<file path="src/rtl/div_pkg.sv">
// div_pkg: shared types for the divider family (reconstructor FSM states).
package div_pkg;
    typedef enum logic [1:0] {IDLE, MULT, FIX} recon_state_t;
endpackage

</file>
<file path="src/rtl/dividend_reconstructor_if.sv">
// dividend_reconstructor_if: Start/Done request bus carrying Coc, Den, Res in and Num out.
interface dividend_reconstructor_if #(parameter int tamanyo = 16);
    logic                   Start;
    logic [tamanyo-1:0]     Coc;
    logic [tamanyo-1:0]     Den;
    logic [tamanyo-1:0]     Res;
    logic [2*tamanyo-1:0]   Num;
    logic                   Done;
    logic                   Ready;
    modport master (output Start, Coc, Den, Res, input Num, Done, Ready);
    modport slave  (input Start, Coc, Den, Res, output Num, Done, Ready);
endinterface

</file>
<file path="src/rtl/dividend_reconstructor_signed_abs.sv">
// signed_abs: two's-complement magnitude and sign; -2^(n-1) maps to 2^(n-1) unsigned.
module signed_abs #(parameter int tamanyo = 16) (
    input  logic [tamanyo-1:0] val,
    output logic [tamanyo-1:0] mag,
    output logic               neg
);
    assign neg = val[tamanyo-1];
    assign mag = neg ? -val : val;
endmodule

</file>
<file path="src/rtl/dividend_reconstructor.sv">
// dividend_reconstructor: sequential Num = Coc*Den + Res via radix-2 shift-add on magnitudes.
module dividend_reconstructor import div_pkg::*; #(parameter int tamanyo = 16) (
    input  logic CLK,
    input  logic RSTa,
    dividend_reconstructor_if.slave bus
);
    localparam int CW = $clog2(tamanyo + 1);
    localparam int W  = 2 * tamanyo;
    recon_state_t       state, state_nx;
    logic [W-1:0]       mcand, acc, res_ext, num;
    logic [tamanyo-1:0] mplier, coc_mag, den_mag;
    logic [CW-1:0]      cnt;
    logic               sign, done, coc_neg, den_neg;
    signed_abs #(.tamanyo(tamanyo)) u_coc (.val(bus.Coc), .mag(coc_mag), .neg(coc_neg));
    signed_abs #(.tamanyo(tamanyo)) u_den (.val(bus.Den), .mag(den_mag), .neg(den_neg));
    assign bus.Num  = num;
    assign bus.Done = done;
    assign bus.Ready = (state == IDLE);
    always_ff @(posedge CLK or negedge RSTa) begin
        if (!RSTa) state <= IDLE;
        else       state <= state_nx;
    end
    always_comb begin
        state_nx = state;
        state_nx = (state == IDLE) ? (bus.Start ? MULT : IDLE) :
                   (state == MULT) ? ((cnt == CW'(tamanyo - 1)) ? FIX : MULT) : IDLE;
    end
    always_ff @(posedge CLK or negedge RSTa) begin
        if (!RSTa) begin
            mcand   <= '0;
            mplier  <= '0;
            acc     <= '0;
            res_ext <= '0;
            sign    <= 1'b0;
            cnt     <= '0;
            num     <= '0;
            done    <= 1'b0;
        end else begin
            done <= 1'b0;
            case (state)
                IDLE: if (bus.Start) begin
                    mcand   <= {{tamanyo{1'b0}}, den_mag};
                    mplier  <= coc_mag;
                    sign    <= coc_neg ^ den_neg;
                    res_ext <= {{tamanyo{bus.Res[tamanyo-1]}}, bus.Res};
                    acc     <= '0;
                    cnt     <= '0;
                end
                MULT: begin
                    if (mplier[0]) acc <= acc + mcand;
                    mcand  <= mcand << 1;
                    mplier <= mplier >> 1;
                    cnt    <= cnt + 1'b1;
                end
                FIX: begin
                    // Wraps modulo 2^W; the product magnitude leaves headroom for Res.
                    num  <= (sign ? -acc : acc) + res_ext;
                    done <= 1'b1;
                end
                default: ;
            endcase
        end
    end
endmodule
</file>
<file path="src/flat_wrapper.sv">
// flat-port wrapper written by rule: the top's interface ports become plain ports
module dividend_reconstructor_flat import div_pkg::*;
#(parameter int tamanyo = 16)
  (CLK, RSTa, bus_Start, bus_Coc, bus_Den, bus_Res, bus_Num, bus_Done, bus_Ready);
  dividend_reconstructor_if #(.tamanyo(tamanyo)) bus_i ();
  input  logic CLK;
  input  logic RSTa;
  input wire logic [$bits(bus_i.Start)-1:0] bus_Start;
  input wire logic [$bits(bus_i.Coc)-1:0] bus_Coc;
  input wire logic [$bits(bus_i.Den)-1:0] bus_Den;
  input wire logic [$bits(bus_i.Res)-1:0] bus_Res;
  output wire logic [$bits(bus_i.Num)-1:0] bus_Num;
  output wire logic [$bits(bus_i.Done)-1:0] bus_Done;
  output wire logic [$bits(bus_i.Ready)-1:0] bus_Ready;
  assign bus_i.Start = bus_Start;
  assign bus_i.Coc = bus_Coc;
  assign bus_i.Den = bus_Den;
  assign bus_i.Res = bus_Res;
  assign bus_Num = bus_i.Num;
  assign bus_Done = bus_i.Done;
  assign bus_Ready = bus_i.Ready;
  dividend_reconstructor #(.tamanyo(tamanyo)) u_core (.CLK(CLK), .RSTa(RSTa), .bus(bus_i));
endmodule
</file>
<file path="config.mk">
export PLATFORM = sky130hd
export DESIGN_NAME = dividend_reconstructor_flat
export DESIGN_NICKNAME = d
export VERILOG_FILES = /design/src/rtl/div_pkg.sv /design/src/rtl/dividend_reconstructor_if.sv /design/src/rtl/dividend_reconstructor_signed_abs.sv /design/src/rtl/dividend_reconstructor.sv /design/src/flat_wrapper.sv
export SDC_FILE = /design/constraint.sdc
export NUM_CORES = 1
export LEC_CHECK = 0
export CAP_MARGIN = 25
export CORE_MARGIN = 5
export CORE_UTILIZATION = 55
export DETAILED_ROUTE_END_ITERATION = 12
export PLACE_DENSITY_LB_ADDON = 0.15
export SYNTH_ARGS = -nofsm -noshare
export SYNTH_HDL_FRONTEND = slang
export SYNTH_SLANG_ARGS = --single-unit
</file>
<file path="constraint.sdc">
create_clock -name CLK -period 5.2 [get_ports CLK]
set_clock_uncertainty 0.1 [all_clocks]
set_input_delay 0.52 -clock CLK [delete_from_list [all_inputs] [get_ports CLK]]
set_output_delay 0.52 -clock CLK [all_outputs]
set_load 0.02 [all_outputs]
</file>
==> flow_summary.json, run 1 <==
{
  "outcome": "finished clean",
  "cp.arrival_ps": 4950,
  "instances_no_fill": 1424,
  "holdWs_ps": 73.9,
  "endpoint_kind": "flip-flop",
  "synth_enable_flop_cells": 0,
  "pre_cts_slack_ps": 555,
  "cts_tree": "yes",
  "synth_cell_types": 63,
  "grt_usage_pct": 22.4,
  "fin_area_um2": 11300,
  "critPathBufInv": 0,
  "vias_per_cell": 5.79,
  "rows": 48,
  "synth_nets": 1252,
  "syn_to_final_growth_pct": 17.1,
  "antenna_found_initial": 0,
  "cts_setup_buffers": 0,
  "cts_buffers": 17,
  "clock.fmax_mhz": 211,
  "synth_cells": 1125,
  "hold_viol": 0,
  "yosysWarnings": 0,
  "slowest_stage": "or4_4",
  "setup_viol": 0,
  "p_per_area_nw_per_um2": 782,
  "vias": 8238,
  "final_util_pct": 65.5,
  "worstSetupPathType": "reg2reg",
  "critical_path.top_delay_family": "compound AO/OA/AOI/OAI gates",
  "synth_area_per_cell_um2": 8.60,
  "grt-ovfl-total": 0,
  "placed_cells": 1391,
  "tightestPinTransition_ps": 871,
  "synth_seq_cells": 137,
  "clock_tree.root_cell": "clkbuf_16",
  "initial_core_util_pct": 55.9,
  "reg2reg_from": "u_core.acc[5]$_DFFE_PN0P_",
  "numPortBuffers": 84,
  "min_period_ps": 4730,
  "synthArstFlopShare_pct": 100,
  "reg2reg_depth": 14,
  "vdd_drop_max_mv": 0.385,
  "clock-sinks": 137,
  "final-seq-area_um2": 3430,
  "synth_area_leaders": "dfrtp_1 35%, ha_1 9.6%, o21ai_0 7.9%, nand2_1 7.8%, xnor2_1 5.0%",
  "gp_congestion": 0.919,
  "dp_hpwl_um": 16000,
  "r2r_end": "u_core.bus.Num[24]$_DFFE_PN0P_",
  "clock_path_buffers": 2,
  "nets": 1313,
  "wirelength_um": 21900,
  "regToRegSetupSlack_ps": 470,
  "io_pins": 85,
  "die_x_um": 143,
  "n_fill_cell": 1493,
  "htreeDepth": 4,
  "path_cells": "or4_4, or3_4, or2_2, o41ai_1, xnor2_1, ha_1, and3_1, a221oi_1, o22ai_1, or2_1, o311a_1, o31a_1, o21a_1, o31ai_1",
  "multi_input_area_um2": 5990,
  "cpPeakStageDelay_ps": 570,
  "grt_pass1_wl_um": 37500,
  "grt_start_max_net_pins": 93,
  "required_ps": 5420,
  "drtAntennaViolNets": 0,
  "drive_gt1_share_pct": 5.17,
  "power_mw": 8.86,
  "dieHeight_um": 143,
  "worst-path-max-fanout": 5,
  "cts_resized": 0,
  "seq_area_frac_synth_pct": 35.4,
  "clk_pin_slew_ps": 60,
  "start_kind": "flip-flop",
  "dr.pass1.iters": 7,
  "grt_pass1_vias": 7736,
  "core_area_um2": 17300,
  "rsz0062_at_grt": "no",
  "synth_top_cell_area_share_pct": 35.4,
  "syn_area_um2": 9670,
  "dieArea_um2": 20300,
  "drc": 0,
  "hold_path.class": "in2async",
  "relSlewSlack_pct": 41.9,
  "place_area_um2": 10700,
  "slew_violations": 0,
  "tns_ps": 0,
  "ctsHoldBuffers": 0,
  "drt_iter0_markers": 406,
  "finalCritPeriodShare_pct": 90.9,
  "clk-insertion-delay-late_ps": 420,
  "drv_cap": 0,
  "antennaDiodeCount": 0,
  "wl_per_cell_um": 15.4,
  "setup_ws_ps": 471,
  "synth.largest_area_cell": "dfrtp_1",
  "power.leakage_nw": 5.20,
  "ys.flop_type": "dfrtp_1"
}
[report_power, final]
part,switching [mW],total [mW],internal (mW)
Sequential,0.462,1.96,1.50
Combinational,3.18,5.60,2.42
Clock,0.467,1.29,0.827
[flip-flops by register name (all words and copies together), names as in the netlist]
name and cells:
u_core.acc 32, u_core.bus.Done 1, u_core.bus.Num 32, u_core.cnt 5, u_core.mcand 32, u_core.mplier 16, u_core.res_ext 16, u_core.sign 1
u_core.state 2
[layout by cell type (no fill, tap or decap), types with 7 or more instances in the layout]
cell               n
a211oi_1           8
a21o_1            41
a21oi_1           54
a221o_1            7
a22oi_1           28
a31oi_1           10
and2_1             7
and3_1             7
buf_4              7
clkbuf_16         17
clkdlybuf4s50_1   83
dfrtp_1          137
ha_1              74
inv_1             17
nand2_1          201
nand2b_1          13
nand3_1           21
nand4_1            9
nor2_1            36
nor3_1            13
o211ai_1           8
o21ai_0          153
o21bai_1           7
o31ai_1           20
o41ai_1            7
or3_1             10
xnor2_1           55
xor2_1            54
[cell families after synthesis]
group	share of synthesized area [%]
adder cells (fa/ha/maj)	9.99
AO/OA/AOI/OAI	24.5
flip-flops	35.4
multiplexers	0.310
XOR/XNOR	9.87
AND/OR/NAND/NOR	17.1
buffers and inverters	2.72
[worst max path at each step]
stage	startpoint	to	slack (ps)	cells after the start
final	u_core.acc[5]$_DFFE_PN0P_	u_core.bus.Num[24]$_DFFE_PN0P_	470	14
after global routing	u_core.acc[5]$_DFFE_PN0P_	u_core.bus.Num[26]$_DFFE_PN0P_	240	14
after CTS	u_core.acc[5]$_DFFE_PN0P_	u_core.bus.Num[24]$_DFFE_PN0P_	530	14
after detailed placement	u_core.acc[5]$_DFFE_PN0P_	u_core.bus.Num[24]$_DFFE_PN0P_	560	14
after global placement	u_core.acc[5]$_DFFE_PN0P_	u_core.bus.Num[26]$_DFFE_PN0P_	650	14
after floorplan	u_core.acc[5]$_DFFE_PN0P_	u_core.bus.Num[24]$_DFFE_PN0P_	860	14
[synthesized netlist by cell type (17+ instances only)]
master,instances
nand2_1,201
o21ai_0,153
dfrtp_1,137
ha_1,74
xnor2_1,55
a21oi_1,54
xor2_1,54
clkbuf_1,49
a21o_1,41
nor2_1,37
a22oi_1,28
nand3_1,21
o31ai_1,20
inv_1,17
[per-layer routing]
layer  vias up  routed length [um]  global-route usage (%)
met5         -                   0                       0
met3        26                1250                    4.02
met4         0                 324                    6.40
met2       202                9940                    35.8
met1      3812               10400                    31.5
li1       4198                   -                       -
[final cells by class]
cell class,count,area share (%)
multi-input cells,920,52.9
flip-flops and latches,137,30.3
clock inverters,11,1.49
repair buffers,93,8.17
inverters,17,0.564
well taps,225,2.49
clock buffers,21,4.07
No activity file was read; power rests on OpenSTA's default activity.
==> run 2: changes to the inputs <==
--- a/config.mk
+++ b/config.mk
@@ -5,11 +5,11 @@
 export SDC_FILE = /design/constraint.sdc
 export NUM_CORES = 1
 export LEC_CHECK = 0
-export CAP_MARGIN = 25
 export CORE_MARGIN = 5
 export CORE_UTILIZATION = 55
 export DETAILED_ROUTE_END_ITERATION = 12
 export PLACE_DENSITY_LB_ADDON = 0.15
+export SETUP_SLACK_MARGIN = 0.5
 export SYNTH_ARGS = -nofsm -noshare
 export SYNTH_HDL_FRONTEND = slang
 export SYNTH_SLANG_ARGS = --single-unit
==> flow_summary.json, run 2 (synthesized netlist as in run 1, its figures left out) <==
{
  "outcome": "finished clean",
  "p_per_area_nw_per_um2": 781,
  "top_layer_used": "met4",
  "drive_gt1_share_pct": 5.85,
  "drtAntennaViolNets": 0,
  "dieArea_um2": 20300,
  "final-seq-area_um2": 3430,
  "hold_viol": 0,
  "power.leakage_nw": 5.18,
  "worstSetupPathType": "reg2reg",
  "tightestPinTransition_ps": 1160,
  "setup_viol": 0,
  "slew_violations": 0,
  "instances_no_fill": 1421,
  "numPortBuffers": 84,
  "nets": 1313,
  "clock-sinks": 137,
  "mostFrequentLayoutCell": "nand2_1",
  "final_cell_mix": "201 x nand2_1, 152 x o21ai_0, 135 x dfrtp_1",
  "drt_iter0_markers": 466,
  "clk-insertion-delay-late_ps": 420,
  "dp_hpwl_um": 16000,
  "grt_pass1_wl_um": 37300,
  "htreeDepth": 4,
  "clock_tree.root_cell": "clkbuf_16",
  "min_period_ps": 4560,
  "met1_length_um": 10300,
  "rsz0062_at_grt": "no",
  "required_ps": 5420,
  "cts_buffers": 17,
  "wirelength_um": 21900,
  "grt_usage_pct": 22.3,
  "dieHeight_um": 143,
  "wl_per_cell_um": 15.4,
  "vias_per_cell": 5.83,
  "relSlewSlack_pct": 22.9,
  "grt_pass1_vias": 7715,
  "clock_path_buffers": 2,
  "core_area_um2": 17300,
  "cp.arrival_ps": 4780,
  "multi_input_area_um2": 6050,
  "die_x_um": 143,
  "syn_to_final_growth_pct": 16.8,
  "wl_met2_um": 9970,
  "rows": 48,
  "drv_cap": 0,
  "n_fill_cell": 1491,
  "worst-path-max-fanout": 5,
  "finalCritPeriodShare_pct": 87.7,
  "hold_path.class": "in2async",
  "grt_start_max_net_pins": 93,
  "antenna_found_initial": 0,
  "cts_tree": "yes",
  "drc": 0,
  "wl_met3_um": 1090,
  "clock.fmax_mhz": 219,
  "antennaDiodeCount": 0,
  "initial_core_util_pct": 55.9,
  "start_kind": "flip-flop",
  "fin_area_um2": 11300,
  "gp_congestion": 0.919,
  "tns_ps": 0,
  "endpoint_kind": "flip-flop",
  "grt-ovfl-total": 0,
  "holdWs_ps": 83.3,
  "final_util_pct": 65.3,
  "dr.pass1.iters": 6,
  "placed_cells": 1390,
  "vias": 8281,
  "place_area_um2": 10700,
  "clk_pin_slew_ps": 60,
  "vdd_drop_max_mv": 0.416,
  "io_pins": 85
}
## run 2: worst paths after layout
check	startpoint	endpoint	slack (ps)	cells after the start
min reg2reg	u_core.bus.Num[20]$_DFFE_PN0P_	u_core.bus.Num[20]$_DFFE_PN0P_	370	2
max reg2reg	u_core.acc[5]$_DFFE_PN0P_	u_core.bus.Num[24]$_DFFE_PN0P_	640	14
max in group asynchronous	RSTa	u_core.mcand[6]$_DFFE_PN0P_	3820	2
min in group CLK	u_core.bus.Num[20]$_DFFE_PN0P_	u_core.bus.Num[20]$_DFFE_PN0P_	370	2
max	u_core.acc[5]$_DFFE_PN0P_	u_core.bus.Num[24]$_DFFE_PN0P_	640	14
min	RSTa	u_core.bus.Num[3]$_DFFE_PN0P_	80	1
## run 2: where the power goes
group / leakage, nW / switching (mW) / internal, mW
sequential: 1.64 / 0.473 / 1.50
combinational: 3.27 / 3.23 / 2.46
clock: 0.271 / 0.443 / 0.720
## run 2: layout make-up
type / count / share of cell area, %
multi-input cells: 920 / 53.6
clock inverters: 8 / 0.875
flip-flops and latches: 137 / 30.4
repair buffers: 93 / 8.05
well taps: 225 / 2.49
inverters: 17 / 0.565
clock buffers: 21 / 4.07
## run 2: metal layers
metal  track usage, %  vias up
li1                 -     4202
met1             31.1     3825
met2             35.7      211
met3             3.68       43
met4             6.90        0
met5                0        -
## run 2: through the flow
stage | power [mW] | setup slack (ps)
global route | 9.65 | 449
floorplan | 6.21 | 858
finish | 8.82 | 641
global placement | 7.38 | 648
CTS | 8.68 | 523
detailed placement | 7.47 | 546
## run 2: critical path, cell delays in order (launching register included)
cell	delay (ps)
dfrtp_2	440
or4_4	560
or3_4	370
or2_2	310
o41ai_2	240
xnor2_1	140
ha_1	360
and3_1	230
a221oi_2	250
o22ai_1	120
or2_1	280
o311a_4	400
o31a_1	260
o21a_1	190
o31ai_2	210
## run 2: timing repair
item | in CTS | in global routing
resized for setup | 0 | 12
hold buffers | 0 | 0
setup buffers | 0 | 2
endpoints found under the hold margin | 0 | 0
setup endpoints to repair | 0 | 8
==> run 3: changes to the inputs <==
--- a/config.mk
+++ b/config.mk
@@ -6,7 +6,7 @@
 export NUM_CORES = 1
 export LEC_CHECK = 0
 export CORE_MARGIN = 5
-export CORE_UTILIZATION = 55
+export CORE_UTILIZATION = 25
 export DETAILED_ROUTE_END_ITERATION = 12
 export PLACE_DENSITY_LB_ADDON = 0.15
 export SETUP_SLACK_MARGIN = 0.5
==> flow_summary.json, run 3 (synthesized netlist as in run 1, its figures left out) <==
{
  "outcome": "finished clean",
  "drc": 0,
  "p_seq_share_pct": 21.6,
  "cpPeakStageDelay_ps": 570,
  "start_kind": "flip-flop",
  "r2r_end": "u_core.bus.Num[24]$_DFFE_PN0P_",
  "wl_per_cell_um": 15.1,
  "p_switching_mw": 4.34,
  "sw_frac_of_total_pct": 47.6,
  "drv_cap": 0,
  "wirelength_um": 25900,
  "dieArea_um2": 42700,
  "power.leakage_nw": 5.24,
  "clock_path_buffers": 2,
  "grt_start_max_net_pins": 90,
  "reg2reg_from": "u_core.acc[5]$_DFFE_PN0P_",
  "htreeDepth": 4,
  "clock_tree.root_cell": "clkbuf_16",
  "required_ps": 5440,
  "slowest_stage": "or4_4",
  "antennaDiodeCount": 0,
  "vdd_drop_max_mv": 0.225,
  "endpoint_kind": "flip-flop",
  "ctsHoldBuffers": 0,
  "cts_setup_buffers": 0,
  "mostFrequentLayoutCell": "nand2_1",
  "die_x_um": 207,
  "nets": 1314,
  "clkPwrFrac_pct": 14.7,
  "rsz0062_at_grt": "no",
  "drtAntennaViolNets": 0,
  "relSlewSlack_pct": 24.0,
  "initial_core_util_pct": 25.1,
  "core_area_um2": 38500,
  "slew_violations": 0,
  "holdWs_ps": 41.0,
  "grt_pass1_wl_um": 43400,
  "grt-ovfl-total": 0,
  "tightestPinTransition_ps": 1140,
  "cts_resized": 2,
  "combinationalPowerShare_pct": 63.7,
  "drt_iter0_markers": 324,
  "worstSetupPathType": "reg2reg",
  "cts_buffers": 17,
  "hold_viol": 0,
  "gp_congestion": 0.872,
  "io_pins": 85,
  "antenna_found_initial": 0,
  "vias_per_cell": 4.75,
  "path_cells": "or4_4, or3_4, or2_2, o41ai_2, xnor2_1, ha_1, and3_1, a221oi_2, o22ai_1, or2_1, o311a_1, o31a_1, o21a_1, o31ai_1",
  "clk-insertion-delay-late_ps": 430,
  "grt_pass1_vias": 8288,
  "clk_pin_slew_ps": 60,
  "cp.arrival_ps": 4730,
  "clock.fmax_mhz": 222,
  "intPower_mw": 4.78,
  "clock-sinks": 137,
  "worst-path-max-fanout": 5,
  "tns_ps": 0,
  "cts_tree": "yes",
  "setup_viol": 0,
  "rows": 72,
  "p_per_area_nw_per_um2": 776,
  "final_util_pct": 30.5,
  "numPortBuffers": 84,
  "drive_gt1_share_pct": 6.25,
  "vias": 8166,
  "syn_to_final_growth_pct": 21.5,
  "dp_hpwl_um": 19600,
  "dieHeight_um": 207,
  "dr.pass1.iters": 5,
  "regToRegSetupSlack_ps": 700,
  "reg2reg_depth": 14,
  "final_cell_mix": "200 x nand2_1, 152 x o21ai_0, 137 x dfrtp_1",
  "min_period_ps": 4500,
  "grt_usage_pct": 12.5,
  "power_mw": 9.12,
  "hold_path.class": "in2async",
  "finalCritPeriodShare_pct": 86.5
}
run 3: cell types whose count changed in the layout (fill, tap and decap cells not counted), sizes merged:
cell,delta
bufinv,+2
inv,+3
clkinv,+2
clkbuf,-3
buf,+1
clkinvlp,-1
run 3: layout make-up:
cell class | count | area [um2]
clock inverters | 14 | 195
flip-flops and latches | 137 | 3430
fillers | 4116 | 26700
multi-input cells | 920 | 6060
repair buffers | 94 | 917
well taps | 518 | 648
inverters | 17 | 63.8
clock buffers | 18 | 439
run 3: worst max path at each step:
stage                                          from                        endpoint  slack (ps)  cells after the start
after floorplan           u_core.acc[5]$_DFFE_PN0P_  u_core.bus.Num[24]$_DFFE_PN0P_         860                     14
after global placement    u_core.acc[5]$_DFFE_PN0P_  u_core.bus.Num[26]$_DFFE_PN0P_         540                     14
after detailed placement  u_core.acc[5]$_DFFE_PN0P_  u_core.bus.Num[31]$_DFFE_PN0P_         500                     16
after CTS                 u_core.acc[5]$_DFFE_PN0P_  u_core.bus.Num[24]$_DFFE_PN0P_         540                     14
after global routing      u_core.acc[3]$_DFFE_PN0P_  u_core.bus.Num[24]$_DFFE_PN0P_         510                     14
final                     u_core.acc[5]$_DFFE_PN0P_  u_core.bus.Num[24]$_DFFE_PN0P_         700                     14
run 3: per-stage QoR:
stage	setup slack (ps)	std cells	area (um2)
6_report	704	1718	11700
5_1_grt	507	1718	11700
4_1_cts	542	1718	11700
3_5_place_dp	497	1686	11100
3_3_place_gp	542	1686	11100
2_1_floorplan	858	1125	9670
run 3: power by group through the flow:
stage	logic [mW]	clock network, mW	registers [mW]
6_report	5.80	1.34	1.97
5_1_grt	6.54	1.42	2.05
4_1_cts	5.79	1.38	1.97
3_5_place_dp	5.75	0	1.99
3_3_place_gp	5.79	0	1.98
2_1_floorplan	4.29	0	1.91
run 3: per-layer routing:
metal	wire length (um)	part of all wire (%)	GRT usage [%]	up-vias
li1	-	-	-	4207
met1	13300	51	17.5	3829
met2	11300	44	19.7	110
met3	946	3.6	2.53	20
met4	307	1.2	3.23	0
met5	0	0	0	-
run 3: worst max-delay path, delay by kind of cell (launching register included):
family	cells	cell delay, ps
xor gates and xnor gates	1	180
AOI/OAI and AO/OA	7	1640
DFF	1	430
and+or+nand+nor	5	1730
adders and majority gates	1	310
